## src/rtl/fifo_word_packer.sv

```systemverilog
// fifo_word_packer: pops bytes from an upstream FIFO whenever it is non-empty
// and packs them little-endian into BYTES_PER_WORD-byte words that are offered
// on a valid/ready port. Optional partial-word flush is built in when the
// PACKER_FLUSH_EN macro is defined; without it the block always emits full words.
module fifo_word_packer #(
  parameter int FIFO_WIDTH     = 8,
  parameter int BYTES_PER_WORD = 4
) (
  input  logic                                 clk,
  input  logic                                 rst,
  input  logic [FIFO_WIDTH-1:0]                fifo_data_out,
  input  logic                                 fifo_empty,
  output logic                                 fifo_read,
  output logic [FIFO_WIDTH*BYTES_PER_WORD-1:0] word_data,
  output logic                                 word_valid,
  input  logic                                 word_ready,
  output logic [$clog2(BYTES_PER_WORD+1)-1:0]  word_bytes
`ifdef PACKER_FLUSH_EN
  ,
  input  logic                                 flush
`endif
);

  localparam int CNT_W  = $clog2(BYTES_PER_WORD + 1);
  localparam int WORD_W = FIFO_WIDTH * BYTES_PER_WORD;
  localparam logic [CNT_W-1:0] FULL_CNT = CNT_W'(BYTES_PER_WORD);

  typedef enum logic {
    FILL  = 1'b0,
    DRAIN = 1'b1
  } state_e;

  state_e             state_q, state_d;
  logic [CNT_W-1:0]   issued_q, issued_d;     // reads requested for this word
  logic [CNT_W-1:0]   captured_q, captured_d; // bytes landed in word_q
  logic               rd_pending_q, rd_pending_d;
  logic [WORD_W-1:0]  word_q, word_d;

  logic flush_req;
  logic flush_fire;

`ifdef PACKER_FLUSH_EN
  assign flush_req = flush;
`else
  assign flush_req = 1'b0;
`endif

  // A flush only closes a word that holds bytes and has no byte in flight;
  // a flush arriving with a read pending waits one cycle for that byte.
  assign flush_fire = (state_q == FILL) && flush_req &&
                      (captured_q != '0) && !rd_pending_q;

  // Next-state, read request and byte capture.
  always_comb begin
    // NOTE: every combinational output gets a default first so no path can infer a latch.
    state_d      = state_q;
    issued_d     = issued_q;
    captured_d   = captured_q;
    rd_pending_d = 1'b0;
    word_d       = word_q;
    fifo_read    = 1'b0;

    case (state_q)
      FILL: begin
        // Reads stop while a useful flush is being held, so the partial word
        // closes on exactly the bytes already requested.
        fifo_read = !rst && !fifo_empty && (issued_q < FULL_CNT) &&
                    !(flush_req && ((captured_q != '0) || rd_pending_q));
        rd_pending_d = fifo_read;
        if (fifo_read) begin
          issued_d = issued_q + CNT_W'(1);
        end

        if (rd_pending_q) begin
          for (int b = 0; b < BYTES_PER_WORD; b++) begin
            if (captured_q == CNT_W'(b)) begin
              word_d[b*FIFO_WIDTH +: FIFO_WIDTH] = fifo_data_out;
            end
          end
          captured_d = captured_q + CNT_W'(1);
          if (captured_d == FULL_CNT) begin
            state_d = DRAIN;
          end
        end else if (flush_fire) begin
          state_d = DRAIN;
        end
      end

      DRAIN: begin
        if (word_ready) begin
          state_d    = FILL;
          issued_d   = '0;
          captured_d = '0;
          word_d     = '0;
        end
      end

      default: begin
        state_d = FILL;
      end
    endcase
  end

  // State and datapath registers; reset discards any partially built word.
  always_ff @(posedge clk or posedge rst) begin
    if (rst) begin
      // NOTE: the word register is reset too, because word_data must read 0 out of reset.
      state_q      <= FILL;
      issued_q     <= '0;
      captured_q   <= '0;
      rd_pending_q <= 1'b0;
      word_q       <= '0;
    end else begin
      // NOTE: non-blocking assignments keep every register sampling pre-edge values.
      state_q      <= state_d;
      issued_q     <= issued_d;
      captured_q   <= captured_d;
      rd_pending_q <= rd_pending_d;
      word_q       <= word_d;
    end
  end

  assign word_valid = (state_q == DRAIN);
  assign word_data  = word_q;

`ifdef PACKER_FLUSH_EN
  assign word_bytes = captured_q;
`else
  assign word_bytes = rst ? '0 : FULL_CNT;
`endif

endmodule

```

## config.mk

```make
export PLATFORM = sky130hd
export DESIGN_NAME = fifo_word_packer
export DESIGN_NICKNAME = d
export VERILOG_FILES = /design/src/rtl/fifo_word_packer.sv
export SDC_FILE = /design/constraint.sdc
export NUM_CORES = 1
export LEC_CHECK = 0
export ABC_CLOCK_PERIOD_IN_PS = 1950
export CORE_MARGIN = 4
export CORE_UTILIZATION = 30
export DETAILED_ROUTE_END_ITERATION = 8
export DONT_BUFFER_PORTS = 1
export HOLD_SLACK_MARGIN = 0.05
export MAX_ROUTING_LAYER = met4
export SYNTH_ARGS = -nofsm -noshare
export SYNTH_HDL_FRONTEND = slang
export SYNTH_SLANG_ARGS = --single-unit
export TNS_END_PERCENT = 100
```

## constraint.sdc

```tcl
create_clock -name clk -period 1.95 [get_ports clk]
set_clock_uncertainty 0.1 [all_clocks]
set_input_delay 0.2925 -clock clk [delete_from_list [all_inputs] [get_ports clk]]
set_output_delay 0.2925 -clock clk [all_outputs]
set_load 0.02 [all_outputs]
```

==> summary.txt <==
Avg Inst Size Synth: 10.4 um^2
Worst-case vdd ir drop: 0.652 mV
Post-route total power: 3.12 mW
Critical Path End Type: primary output
Most common cell in the synthesized netlist: sky130_fd_sc_hd__dfrtp_1
Critical path startpoint category: input pin
Clock tree root buffer cell: sky130_fd_sc_hd__clkbuf_8
Critical path data required time: 1.56 ns
Maximum net fanout on the critical path: 3
Antenna violations before repair: 0
Number of violations of the max-capacitance limit: 0
Relative area change from synthesis to final layout: 14.7%
Peak-usage layer in the global routing report: met1
Yosys warns: 0
Clock period minus final worst setup slack: 1.76 ns
Unrepaired setup endpoints after global routing: false
Max Slew Vio Count: 0
Type of the setup path with the least slack: in -> out
Number of enable-type register cells in the synthesized netlist: 0
Count of buffers from port buffering: 0
DRC violation count after routing: 0
Row Count: 28
#FFs+latches synth: 40
Share of synthesized flip-flops with an asynchronous set or reset: 100%
Post-synth top area share: 54.3%
Sequential cell area fraction in the yosys report: 54.3%
Cell accounting for the most synthesized area: sky130_fd_sc_hd__dfrtp_1
Leakage power: 0.950 nW
Via-to-Cell Ratio: 4.77
Result of the run: complete, no violations
Clock buffers created by TritonCTS: 5
Setup slack on the worst flop-to-flop path: 0.22 ns
Router iterations before antenna repair: 4
Chip height: 86.4 um
Vias post-DR: 1278
Met1 routing resource usage after global routing: 17.6%
Overall die area: 7470 um^2
Average wire per standard cell: 16.5 um
Core area: 5960 um^2
Boundary Pins: 49
Clk sink count: 40
Area used by multi-input combinational logic: 672 um^2
Transition time at the pin with the least slew margin: 0.526 ns
Worst hold path class: in -> reg
Hold Worst Slack: 0.0560 ns
M3 GR Usage: 5.23%
Routability Congestion: 0.762
Die Span X: 86.4 um
Deepest level of the CTS H-tree: 2
Post-DP HPWL: 3030 um
Register area: 1000 um^2
Clk Latency, worst-skew pair: 0.29 ns
Global routing met2 resource utilization: 17.6%
Largest net degree at the start of global routing: 24
Top flip-flop cell by instance count after synthesis: sky130_fd_sc_hd__dfrtp_1
Arrival time at the worst endpoint: 1.37 ns
Area of the mapped netlist: 1840 um^2
Remaining number of nets flagged by the antenna check after routing: 0
Total inserted antenna cells: 0
Initial core utilization: 31.0%
Number of buffers on the longest clock path: 2
First-pass GRT wire length: 7220 um
Global router's overall resource usage: 12.8%
Ratio of final minimum period to clock period: 90.3%
Final hold violation count: 0
Proportion of layout cells with a drive suffix above 1: 12.4%
Commonest cells in the netlist: sky130_fd_sc_hd__dfrtp_1, sky130_fd_sc_hd__nand2_1, sky130_fd_sc_hd__o21ai_0, sky130_fd_sc_hd__inv_1, sky130_fd_sc_hd__o211ai_1
Global route total overflow: 0
Clock tree from TritonCTS: yes
Power per standard cell area: 1470 nW/um^2
Leading post-synthesis cells by cell area: sky130_fd_sc_hd__dfrtp_1, sky130_fd_sc_hd__nand2_1, sky130_fd_sc_hd__o21ai_0
Count of distinct cell types in the synthesized netlist: 28
Layout Nets: 211
Setup TNS: 0 ns
Max-slew headroom: 64.9%
Number of DRC markers after the initial detailed-route iteration: 45
Final setup violation count: 0
Vias in the first global route: 1300
Routed WL: 4430 um
Number of instances resized during post-cts repair: 0
Clock-pin slew of the registers on the worst-case setup and hold paths: 0.08 ns
Total of fill cells in the finished design: 620
Max Fclk: 568 MHz
Gate count of the mapped netlist: 178
[final timing paths]
check | start | depth (start not counted) | end
max | fifo_empty | 3 | fifo_read
min | fifo_data_out[1] | 2 | word_data[1]
max reg2reg | captured_q[0] | 4 | word_data[30]
min reg2reg | issued_q[0] | 1 | issued_q[0]
max in group asynchronous | rst | 3 | word_data[22]
min in group asynchronous | rst | 2 | word_data[8]
[per-layer routing]
metal,vias up,part of all wire (%)
li1,624,-
met1,611,47
met2,40,44
met3,3,8.8
met4,0,0.18
met5,-,0
[worst max-delay path, cell delays in order]
cell and delay [ns]:
sky130_fd_sc_hd__dlygate4sd3_1 0.57, sky130_fd_sc_hd__nor4_4 0.31, sky130_fd_sc_hd__buf_4 0.19
[power breakdown]
part	total, mW	internal [mW]	leakage [nW]	switching, mW
clock	0.679	0.379	0.0541	0.300
sequential	1.80	1.17	0.513	0.631
combinational	0.638	0.312	0.384	0.326
total	3.12	1.86	0.950	1.26
[final cells by class]
| class | count | share of cell area [%] |
|---|---|---|
| Tap cell | 75 | 4.44 |
| Timing Repair Buffer | 20 | 8.40 |
| Sequential cell | 40 | 47.3 |
| Multi-Input combinational cell | 109 | 31.8 |
| Inverter | 16 | 2.84 |
| Clock buffer | 5 | 3.25 |
| Clock inverter | 3 | 2.01 |
[placed cells by master (no fill, tap or decap)]
cell type,n
sky130_fd_sc_hd__clkinvlp_4,1
sky130_fd_sc_hd__a22o_1,1
sky130_fd_sc_hd__dlygate4sd3_1,11
sky130_fd_sc_hd__o32ai_1,1
sky130_fd_sc_hd__o31ai_2,1
sky130_fd_sc_hd__a32o_1,1
sky130_fd_sc_hd__o21ai_0,24
sky130_fd_sc_hd__a211oi_1,1
sky130_fd_sc_hd__inv_2,1
sky130_fd_sc_hd__clkinv_2,1
sky130_fd_sc_hd__o211ai_1,12
sky130_fd_sc_hd__nand4bb_1,2
sky130_fd_sc_hd__ha_1,7
sky130_fd_sc_hd__nor4_4,1
sky130_fd_sc_hd__a21o_2,1
sky130_fd_sc_hd__buf_4,9
sky130_fd_sc_hd__nand3_1,4
sky130_fd_sc_hd__and4bb_4,1
sky130_fd_sc_hd__dfrtp_1,40
sky130_fd_sc_hd__conb_1,2
sky130_fd_sc_hd__clkbuf_8,5
sky130_fd_sc_hd__nand2_1,37
sky130_fd_sc_hd__bufinv_16,1
sky130_fd_sc_hd__o22ai_1,1
sky130_fd_sc_hd__mux2i_1,2
sky130_fd_sc_hd__inv_1,15
sky130_fd_sc_hd__and3b_1,1
sky130_fd_sc_hd__o21ai_1,6
sky130_fd_sc_hd__o21ai_2,2
sky130_fd_sc_hd__xnor2_1,1
[stage by stage]
stage	cells	instance area (um^2)	setup slack (ns)	utilization [%]
6_report	268	2120	0.190	35.5
5_1_grt	268	2120	0.0623	35.5
4_1_cts	266	2100	0.0228	35.3
3_5_place_dp	247	1880	0.264	31.6
3_3_place_gp	247	1880	0.303	31.6
2_1_floorplan	179	1850	0.320	-
[registers in the layout (all words and copies together) (netlist names)]
| signal | flops |
|---|---|
| rd_pending_q | 1 |
| word_valid | 1 |
| captured_q | 3 |
| word_data | 32 |
| issued_q | 3 |
[cells by family after synthesis]
logic type / synth area share, %
AO/OA/AOI/OAI: 17.4
XOR/XNOR: 0.475
adder cells (fa/ha/maj): 4.75
buffers and inverters: 9.50
flip-flops: 54.3
multiplexers: 1.09
other: 0.203
AND/OR/NAND/NOR: 12.3
[repair_timing]
item / in CTS / in global routing
setup buffers: 0 / 2
endpoints found under the hold margin: 38 / 0
hold buffers: 11 / 0
endpoints found under the setup margin: 1 / 1
pin swaps: 1 / 1
(Power assumes the default switching activity.)
